===== src/rtl/mlp_load_sequencer_if.sv =====
// -----------------------------------------------------------------------------
// mlp_load_sequencer_if
// Bundles the host word stream and the accelerator load bus of the MLP load
// sequencer.
//   s_valid_i / s_data_i / s_ready_o      host word stream (valid/ready)
//   load_en_o / load_type_o / load_payload_o
//   input_load_number_o / layer_number_o / weight_number_o
//                                          beat strobe, data and indices
// Modports:
//   master : host side (drives the stream, observes ready and the load bus)
//   slave  : sequencer side (consumes the stream, drives ready and the load bus)
// -----------------------------------------------------------------------------
interface mlp_load_sequencer_if #(
   parameter int DATA_W = 32
);
   logic              s_valid_i;
   logic [DATA_W-1:0] s_data_i;
   logic              s_ready_o;
   logic              load_en_o;
   logic              load_type_o;
   logic [DATA_W-1:0] load_payload_o;
   logic [3:0]        input_load_number_o;
   logic [2:0]        layer_number_o;
   logic [2:0]        weight_number_o;

   modport master (
      output s_valid_i, s_data_i,
      input  s_ready_o, load_en_o, load_type_o, load_payload_o,
             input_load_number_o, layer_number_o, weight_number_o
   );

   modport slave (
      input  s_valid_i, s_data_i,
      output s_ready_o, load_en_o, load_type_o, load_payload_o,
             input_load_number_o, layer_number_o, weight_number_o
   );
endinterface


===== src/rtl/mlp_load_sequencer.sv =====
// -----------------------------------------------------------------------------
// mlp_load_sequencer
// Feeds MLP_acc_top: takes a flat stream of host words through a small skid
// FIFO and issues them as load beats in the accelerator's fixed order.
//   Layer 0      : per row, 8 input beats then 8 weight beats
//   Layers 1..7  : per row, 8 weight beats
// Ports:
//   clk      clock, rising edge
//   rst_n    asynchronous active-low reset
//   start_i  one-cycle pulse, starts a full load sequence (only from IDLE)
//   bus      host stream in, load beats/indices out (slave modport)
//   busy_o   sequence in progress (cycle after start through the last beat)
//   done_o   one-cycle pulse the cycle after the final beat
// -----------------------------------------------------------------------------
module mlp_load_sequencer #(
   parameter int DATA_W        = 32,
   parameter int FIFO_DEPTH    = 4,
   parameter int N_LAYERS      = 8,
   parameter int N_ROWS        = 16,
   parameter int BEATS_PER_ROW = 8
) (
   input  logic                  clk,
   input  logic                  rst_n,
   input  logic                  start_i,
   mlp_load_sequencer_if.slave   bus,
   output logic                  busy_o,
   output logic                  done_o
);

   // Layer 0 carries inputs and weights, the remaining layers weights only.
   localparam int TOTAL = 2 * N_ROWS * BEATS_PER_ROW + (N_LAYERS - 1) * N_ROWS * BEATS_PER_ROW;
   localparam int ACC_W = $clog2(TOTAL + 1);
   localparam int PTR_W = $clog2(FIFO_DEPTH);

   localparam logic [ACC_W-1:0] TOTAL_C    = ACC_W'(TOTAL);
   localparam logic [PTR_W:0]   DEPTH_C    = (PTR_W + 1)'(FIFO_DEPTH);
   localparam logic [2:0]       BEAT_LAST  = 3'(BEATS_PER_ROW - 1);
   localparam logic [3:0]       ROW_LAST   = 4'(N_ROWS - 1);
   localparam logic [2:0]       LAYER_LAST = 3'(N_LAYERS - 1);

   typedef enum logic [2:0] {IDLE, L0_IN, L0_W, LW, DONE} state_t;

   state_t            state_reg;
   logic [DATA_W-1:0] mem [FIFO_DEPTH];
   logic [PTR_W-1:0]  wr_ptr_reg, rd_ptr_reg;
   logic [PTR_W:0]    count_reg;
   logic [ACC_W-1:0]  accept_cnt_reg;
   logic [2:0]        beat_reg;
   logic [3:0]        row_reg;
   logic [2:0]        layer_reg;

   logic              load_en_reg;
   logic              load_type_reg;
   logic [DATA_W-1:0] payload_reg;
   logic [3:0]        row_out_reg;
   logic [2:0]        layer_out_reg;
   logic [2:0]        weight_out_reg;
   logic              done_reg;

   logic fifo_full, fifo_empty, in_load, s_ready, push, pop;

   assign fifo_full  = (count_reg == DEPTH_C);
   assign fifo_empty = (count_reg == '0);
   assign in_load    = (state_reg == L0_IN) || (state_reg == L0_W) || (state_reg == LW);
   assign busy_o     = (state_reg != IDLE);
   // Ready is built from registered state only, so it never loops back through s_valid_i.
   // The accept cap stops intake at exactly one sequence worth of words.
   assign s_ready    = busy_o && !fifo_full && (accept_cnt_reg < TOTAL_C);
   assign push       = bus.s_valid_i && s_ready;
   assign pop        = !fifo_empty && in_load;

   assign bus.s_ready_o           = s_ready;
   assign bus.load_en_o           = load_en_reg;
   assign bus.load_type_o         = load_type_reg;
   assign bus.load_payload_o      = payload_reg;
   assign bus.input_load_number_o = row_out_reg;
   assign bus.layer_number_o      = layer_out_reg;
   assign bus.weight_number_o     = weight_out_reg;
   assign done_o                  = done_reg;

   // FIFO storage has no reset so it can map onto RAM; stale words are unreachable
   // once the pointers are cleared.
   always_ff @(posedge clk) begin
      if (push) begin
         mem[wr_ptr_reg] <= bus.s_data_i;
      end
   end

   always_ff @(posedge clk or negedge rst_n) begin
      if (!rst_n) begin
         state_reg      <= IDLE;
         wr_ptr_reg     <= '0;
         rd_ptr_reg     <= '0;
         count_reg      <= '0;
         accept_cnt_reg <= '0;
         beat_reg       <= '0;
         row_reg        <= '0;
         layer_reg      <= '0;
         load_en_reg    <= 1'b0;
         load_type_reg  <= 1'b0;
         payload_reg    <= '0;
         row_out_reg    <= '0;
         layer_out_reg  <= '0;
         weight_out_reg <= '0;
         done_reg       <= 1'b0;
      end else begin
         load_en_reg <= 1'b0;
         done_reg    <= 1'b0;

         if (push) begin
            wr_ptr_reg     <= wr_ptr_reg + 1'b1;
            accept_cnt_reg <= accept_cnt_reg + 1'b1;
         end
         if (pop) begin
            rd_ptr_reg <= rd_ptr_reg + 1'b1;
         end
         case ({push, pop})
            2'b10:   count_reg <= count_reg + 1'b1;
            2'b01:   count_reg <= count_reg - 1'b1;
            default: count_reg <= count_reg;
         endcase

         case (state_reg)
            IDLE: begin
               if (start_i) begin
                  state_reg      <= L0_IN;
                  beat_reg       <= '0;
                  row_reg        <= '0;
                  layer_reg      <= '0;
                  accept_cnt_reg <= '0;
               end
            end
            L0_IN, L0_W, LW: begin
               if (pop) begin
                  // Present the popped word with the indices it was issued under;
                  // the counters below already point at the next beat.
                  load_en_reg    <= 1'b1;
                  load_type_reg  <= (state_reg == L0_IN);
                  payload_reg    <= mem[rd_ptr_reg];
                  row_out_reg    <= row_reg;
                  layer_out_reg  <= layer_reg;
                  weight_out_reg <= (state_reg == L0_IN) ? 3'd0 : beat_reg;

                  if (beat_reg != BEAT_LAST) begin
                     beat_reg <= beat_reg + 1'b1;
                  end else begin
                     beat_reg <= '0;
                     if (state_reg == L0_IN) begin
                        state_reg <= L0_W;
                     end else if (row_reg != ROW_LAST) begin
                        row_reg <= row_reg + 1'b1;
                        if (state_reg == L0_W) begin
                           state_reg <= L0_IN;
                        end
                     end else begin
                        row_reg <= '0;
                        if (layer_reg != LAYER_LAST) begin
                           layer_reg <= layer_reg + 1'b1;
                           state_reg <= LW;
                        end else begin
                           layer_reg <= '0;
                           state_reg <= DONE;
                        end
                     end
                  end
               end
            end
            DONE: begin
               // The final beat is on the bus during this state; done follows it.
               state_reg <= IDLE;
               done_reg  <= 1'b1;
            end
            default: state_reg <= IDLE;
         endcase
      end
   end

endmodule


===== src/flat_wrapper.sv =====
// flat-port wrapper written by rule: the top's interface ports become plain ports
module mlp_load_sequencer_flat 
#(
   parameter int DATA_W        = 32,
   parameter int FIFO_DEPTH    = 4,
   parameter int N_LAYERS      = 8,
   parameter int N_ROWS        = 16,
   parameter int BEATS_PER_ROW = 8
)
  (clk, rst_n, start_i, busy_o, done_o, bus_s_valid_i, bus_s_data_i, bus_s_ready_o, bus_load_en_o, bus_load_type_o, bus_load_payload_o, bus_input_load_number_o, bus_layer_number_o, bus_weight_number_o);
  mlp_load_sequencer_if #(.DATA_W(DATA_W)) bus_i ();
  input  logic clk;
  input  logic rst_n;
  input  logic start_i;
  output logic busy_o;
  output logic done_o;
  input wire logic [$bits(bus_i.s_valid_i)-1:0] bus_s_valid_i;
  input wire logic [$bits(bus_i.s_data_i)-1:0] bus_s_data_i;
  output wire logic [$bits(bus_i.s_ready_o)-1:0] bus_s_ready_o;
  output wire logic [$bits(bus_i.load_en_o)-1:0] bus_load_en_o;
  output wire logic [$bits(bus_i.load_type_o)-1:0] bus_load_type_o;
  output wire logic [$bits(bus_i.load_payload_o)-1:0] bus_load_payload_o;
  output wire logic [$bits(bus_i.input_load_number_o)-1:0] bus_input_load_number_o;
  output wire logic [$bits(bus_i.layer_number_o)-1:0] bus_layer_number_o;
  output wire logic [$bits(bus_i.weight_number_o)-1:0] bus_weight_number_o;
  assign bus_i.s_valid_i = bus_s_valid_i;
  assign bus_i.s_data_i = bus_s_data_i;
  assign bus_s_ready_o = bus_i.s_ready_o;
  assign bus_load_en_o = bus_i.load_en_o;
  assign bus_load_type_o = bus_i.load_type_o;
  assign bus_load_payload_o = bus_i.load_payload_o;
  assign bus_input_load_number_o = bus_i.input_load_number_o;
  assign bus_layer_number_o = bus_i.layer_number_o;
  assign bus_weight_number_o = bus_i.weight_number_o;
  mlp_load_sequencer #(.DATA_W(DATA_W), .FIFO_DEPTH(FIFO_DEPTH), .N_LAYERS(N_LAYERS), .N_ROWS(N_ROWS), .BEATS_PER_ROW(BEATS_PER_ROW)) u_core (.clk(clk), .rst_n(rst_n), .start_i(start_i), .bus(bus_i), .busy_o(busy_o), .done_o(done_o));
endmodule

===== config.mk =====
export PLATFORM = sky130hd
export DESIGN_NAME = mlp_load_sequencer_flat
export DESIGN_NICKNAME = d
export VERILOG_FILES = /design/src/rtl/mlp_load_sequencer_if.sv /design/src/rtl/mlp_load_sequencer.sv /design/src/flat_wrapper.sv
export SDC_FILE = /design/constraint.sdc
export NUM_CORES = 1
export LEC_CHECK = 0
export BUFFER_PORTS_ARGS = -buffer_cell sky130_fd_sc_hd__buf_2
export CAP_MARGIN = 10
export CORE_MARGIN = 3
export CORE_UTILIZATION = 50
export CTS_BUF_LIST = sky130_fd_sc_hd__clkbuf_4 sky130_fd_sc_hd__clkbuf_8
export CTS_CLUSTER_DIAMETER = 200
export CTS_CLUSTER_SIZE = 12
export DETAILED_ROUTE_END_ITERATION = 8
export GPL_ROUTABILITY_DRIVEN = 0
export PLACE_DENSITY = 0.79
export SLEW_MARGIN = 20
export SYNTH_ARGS = -nofsm -noshare
export SYNTH_HDL_FRONTEND = slang
export SYNTH_SLANG_ARGS = --single-unit

===== constraint.sdc =====
create_clock -name clk -period 2.95 [get_ports clk]
set_input_delay 0.1475 -clock clk [delete_from_list [all_inputs] [get_ports clk]]
set_output_delay 0.1475 -clock clk [all_outputs]
set_load 0.005 [all_outputs]

**Yosys cells after proc, flatten, opt, wreduce, memory -nomap -nowiden**

Memories as Yosys holds them, arrays and structs flattened. A register that Yosys moved wholly into a read port is not among the register bits.
Index checks and enable logic that the tools add are counted.

- Register bits: 44
- Bits in writable memories: 128
- Input port bits: 36
- Memories: 1

- Add/subtract/negate cells: 8
- $lt $le $gt $ge: 1
- Equal/unequal tests: 16
- Muxes and demuxes: 34
- Reduce and logical (&&, ||, !) cells: 20

Memory list:

| name | words | bits a word | read ports | clocked after memory_dff | write ports | line | text |
|---|---|---|---|---|---|---|---|
| u_core.mem | 4 | 32 | 1 | 1 | 1 | mlp_load_sequencer.sv:44 | `logic [DATA_W-1:0] mem [FIFO_DEPTH];` |

Operators with widths:

| cell | count |
|---|---|
| 3-bit 2-to-1 mux | 16 |
| 11-bit 2-to-1 mux | 3 |
| 3-bit case mux with 2 select lines | 4 |
| 4-bit 2-to-1 mux | 5 |
| 11-bit by 1-bit adder with 11-bit output, second input constant | 1 |
| 11-bit less-than comparator, second input constant | 1 |
| 3-bit by 1-bit adder with 3-bit output, second input constant | 3 |
| 2-bit inequality test, second input constant | 4 |
| 4-bit case mux with 2 select lines | 1 |
| 3-bit by 2-bit equality test with 1-bit output, second input constant | 2 |
| 3-bit equality test, second input constant | 2 |
| 3-bit logical NOT | 2 |
| 3-bit inequality test, second input constant | 2 |
| 6-bit AND reduction | 1 |
| 1-bit 2-to-1 mux | 5 |
| 5-bit AND reduction | 1 |
| 2-bit by 1-bit adder with 2-bit output, second input constant | 2 |
| 4-bit by 1-bit adder with 4-bit output, second input constant | 1 |
| 1-bit logical AND | 4 |
| 4-bit by 2-bit inequality test with 1-bit output, second input constant | 1 |
| 4-bit inequality test, second input constant | 1 |
| 4-bit AND reduction | 1 |
| 2-bit nonzero test | 2 |
| 3-bit by 1-bit equality test with 1-bit output, second input constant | 1 |
| 10 further kinds | 13 |

**Depth between registers and ports, before layout**

- Word-level depth: 8
- Depth in mapped cells: 11
- Mapped depth without buffers: 9

**Worst setup path before layout**

OpenSTA, ideal clock, no wires.

- Kind: register -> register
- Start: reg u_core.state_reg[0]
- End: reg u_core.count_reg[2]
- Arrival time: 2.096 ns
- Data required time: 2.824 ns
- Setup slack: 0.728 ns
- Cell stages (with the launch flop): 12
- Path buffers: 3
- Clock period less this slack: 2.222 ns
- Cells stage by stage: dfrtp_1 > buf_6 > o21ba_2 > nand2b_1 > buf_2 > inv_2 > buf_2 > ha_1 > fa_1 > xnor2_1 > nor2_1 > xor2_1

- Longest elaborated chain between the ends: 6

Ends and longest elaborated chain:

| item | line | text |
|---|---|---|
| start, declared | mlp_load_sequencer.sv:43 | `state_t state_reg;` |
| start signal, assigned | mlp_load_sequencer.sv:91 | `state_reg <= IDLE;` |
| start signal, assigned | mlp_load_sequencer.sv:126 | `state_reg <= L0_IN;` |
| start signal, assigned | mlp_load_sequencer.sv:149 | `state_reg <= L0_W;` |
| 3-bit by 1-bit equality test with 1-bit output or 3-bit by 2-bit equality test with 1-bit output (tied branches) | mlp_load_sequencer.sv:64 | `assign in_load = (state_reg == L0_IN) \|\| (state_reg == L0_W) \|\| (state_reg == LW);` |
| 1-bit logical OR | mlp_load_sequencer.sv:64 |  |
| 1-bit logical OR * | mlp_load_sequencer.sv:64 |  |
| 1-bit logical AND * | mlp_load_sequencer.sv:70 | `assign pop = !fifo_empty && in_load;` |
| via u_core.pop | mlp_load_sequencer.sv:60 | `logic fifo_full, fifo_empty, in_load, s_ready, push, pop;` |
| 2-bit by 1-bit equality test with 1-bit output or 2-bit equality test (tied branches) | mlp_load_sequencer.sv:117 | `case ({push, pop})` |
| 3-bit case mux with 2 select lines or 2-bit nonzero test (tied branches) | n/a |  |
| end signal, assigned | mlp_load_sequencer.sv:118 | `2'b10: count_reg <= count_reg + 1'b1;` |
| end signal, assigned | mlp_load_sequencer.sv:119 | `2'b01: count_reg <= count_reg - 1'b1;` |
| end signal, assigned | mlp_load_sequencer.sv:120 | `default: count_reg <= count_reg;` |
| end, declared | mlp_load_sequencer.sv:46 | `logic [PTR_W:0] count_reg;` |

Mark *: on every way through the listed nets, which the timed path passes. The rest lies on a longest branch.
A chain may end at the register's enable or synchronous reset.

**Final worst setup path**

- Start: reg u_core.state_reg[0]
- End: reg u_core.count_reg[1]

- Longest elaborated chain between the ends: 6

Ends and longest elaborated chain:

| item | line |
|---|---|
| 3-bit by 1-bit equality test with 1-bit output (tied with other cells) | mlp_load_sequencer.sv:64 |
| 1-bit logical OR or 1-bit logical AND (tied branches) (2 in a row) | mlp_load_sequencer.sv:64, mlp_load_sequencer.sv:68 |
| 1-bit logical AND (on tied branches) | mlp_load_sequencer.sv:70, mlp_load_sequencer.sv:69 |
| 2-bit by 1-bit equality test with 1-bit output or 2-bit equality test (tied branches) | mlp_load_sequencer.sv:117 |
| 3-bit case mux with 2 select lines or 2-bit nonzero test (tied branches) | n/a |

Several ways; a longest one is shown, not always the timed one.

==> metrics.md <==
| Metric | Value |
|---|---|
| Maximum VDD drop | 747 uV |
| Commonest non-fill, non-tap cell in the layout | nand2_1 |
| Antenna viol nets, final | 0 |
| Area leader, netlist | edfxtp_1 |
| Initial antenna violation count | 0 |
| Routed via count | 4,729 |
| Final Critical Period | 2350 ps |
| Crit-path slowest cell | dfrtp_1 |
| CP Launch Type | register |
| Row count | 45 |
| Ys flop type | edfxtp_1 |
| Fmax | 0.426 GHz |
| Post-synthesis cell type count | 57 |
| Arr. time, crit path | 2760 ps |
| Final setup fails | 0 |
| Post-synthesis cell area | 8080 um2 |
| Clock root buffer | clkbuf_8 |
| Static Leakage | 3.79 nW |
| GRT Max-Usage Layer | met2 |
| Synthesis Warnings | 0 |
| Status | completed |
| Fraction of registers with async set/reset | 0.373 |
| Synthesized Nets | 574 |
| Crit share post-route | 0.795 |
| CTS tree | yes |
| Gr usage total | 0.183 |
| I/O pin count | 83 |
| Global Route met3 Usage | 0.0380 |
| CP peak stage delay | 520 ps |
| Max reg flops | 128 |
| CTS Buf Count | 20 |
| Die ar. | 17,700 um2 |
| Slew Viols, Final | 0 |
| Hold_ws | 84.6 ps |
| Hold Crit Class | input port to register |
| Seq/Total Area, Yosys | 0.711 |
| GR Util met1 | 0.230 |
| Fillers | 1,141 |
| # diodes | 0 |
| Critical-path cell list | nor3_4 > inv_2 > and4_4 > inv_6 > ha_1 > fa_1 > mux2_2 |
| Chip Height | 133 um |
| Slew @ Worst Pin | 991 ps |
| Post_cts resized | 0 |
| Max-cap violations | 0 |
| Skew final | 25.2 ps |
| Skew-Pair Late Insertion Delay | 520 ps |
| Initial Util | 0.522 |
| Final Hold Fails | 0 |
| Synth Instances | 526 |
| Htree depth | 1 |
| Clk sinks | 204 |
| Post-Route WL | 15,600 um |
| Unrepaired setup endpoints after global routing | false |
| Crit path capture type | register |
| Clock slew at reported path FFs | 90 ps |
| First-pass GRT wire length | 25,700 um |
| Layout area overhead | 16.8% |
| Setup TNS | 0 ps |
| Number of synthesized flops with an enable pin | 128 |
| Maximum buffer depth of the clock tree | 3 |
| DR pass1 iterations | 5 |
| Core area | 15,500 um2 |
| Final #Nets | 696 |
| Tot Pwr | 9.12 mW |
| Met2 usage | 0.317 |
| Worst Path Buf+Inv | 2 |
| Setup CP Type | register to register |
| Largest net degree at the start of global routing | 77 |
| Total global routing overflow | 0 |
| FF+latch count, synth | 204 |
| Die width | 133 um |
| Max FO, Critical Path | 11 |
| Most frequent cells in the layout | nand2_1, edfxtp_1, buf_2 |
| Share of the synthesized area in the top cell type | 0.476 |
| Wirelength per Cell | 17.8 um |
| DRT iter0 DRCs | 247 |
| Post-route DRC | 0 |
| CP required | 3370 ps |
| Port Buffers | 82 |
| Layout cells sized above 1 | 0.271 |
| Cell family with most CP delay | adder cells |
| Syn_area_per_cell | 15.4 um2 |
| Final core occ | 0.609 |
| Pwr Density | 967 nW/um2 |
| Hpwl dp | 9830 um |
| Vias per inst | 5.42 |
| Vias in the first global route | 5,096 |
| Finished Cell Area | 9430 um2 |
| Worst slew margin | 0.339 |
| Placed Area | 8700 um2 |
| Synth area leaders | edfxtp_1, dfrtp_1, mux4_2, nand2_1, ha_1 |
routing by layer:
metal	share of wire	routed length [um]
met3	0.071	1100
met5	0	0
met1	0.39	6020
met4	0.029	450
met2	0.51	7990
cell usage after synthesis, types with 2 or more instances:
master	instances
nand3_1	15
o21ai_1	2
o21ai_0	6
o31ai_1	2
nand2b_1	2
nor4_1	2
mux4_2	32
nor2_1	5
inv_2	2
dfrtp_1	76
a21oi_1	5
and2_1	4
buf_2	11
nand2_1	143
o211ai_1	2
edfxtp_1	128
nor3_1	8
nor3_2	2
nand4_1	3
o31a_1	3
xnor2_1	6
buf_6	3
ha_1	11
mux2i_1	7
clkbuf_1	7
a32o_1	2
inv_1	7
timing repair:
item | in CTS | in global routing
setup buffers | 0 | 0
endpoints found under the hold margin | 206 | 0
hold buffers | 34 | 0
worst min-delay path, stage by stage:
cell and delay (ps):
buf_2 130, nand4_1 70, nor4_1 50, xnor2_1 120
a21oi_1 40
kinds of logic after synthesis:
kind of cell | share of synthesized area
XOR/XNOR | 0.00759
multiplexers | 0.101
AND/OR/NAND/NOR | 0.110
flip-flops | 0.711
AO/OA/AOI/OAI | 0.0302
buffers and inverters | 0.0200
adder cells (fa/ha/maj) | 0.0195
layout make-up:
class                           instances  area, um2  share of cell area
Multi-Input combinational cell        290       2180               0.231
Tap cell                              211        264              0.0280
Clock buffer                           34        380              0.0403
Clock inverter                          1       8.76            0.000929
Inverter                               10       42.5             0.00451
Timing Repair Buffer                  122        811              0.0860
Sequential cell                       204       5750               0.610
path summary, 6_finish.rpt:
kind / cells after the start / slack [ps] / to / start
max in group asynchronous: 2 / 1920 / u_core.rd_ptr_reg[0] / rst_n
min reg2reg: 2 / 470 / u_core.bus.input_load_number_o[0] / u_core.bus.input_load_number_o[0]
min: 5 / 80 / u_core.accept_cnt_reg[4] / bus_s_valid_i
max reg2reg: 7 / 600 / u_core.count_reg[1] / u_core.state_reg[0]
min in group asynchronous: 2 / 340 / u_core.bus.load_type_o / rst_n
max: 7 / 600 / u_core.count_reg[1] / u_core.state_reg[0]
metrics by stage:
step | cells | setup WS (ps)
finish | 872 | 605
global placement | 803 | 723
floorplan | 526 | 728
detailed placement | 803 | 618
CTS | 872 | 594
global route | 872 | 477
power by group:
| group | total, mW | leakage, nW | switching (mW) | internal, mW |
|---|---|---|---|---|
| Sequential | 4.47 | 2.10 | 0.563 | 3.90 |
| Combinational | 2.94 | 1.47 | 1.61 | 1.33 |
| Clock | 1.71 | 0.213 | 0.896 | 0.815 |
| Total | 9.12 | 3.79 | 3.06 | 6.05 |
Power figures use the tool's default switching activity.
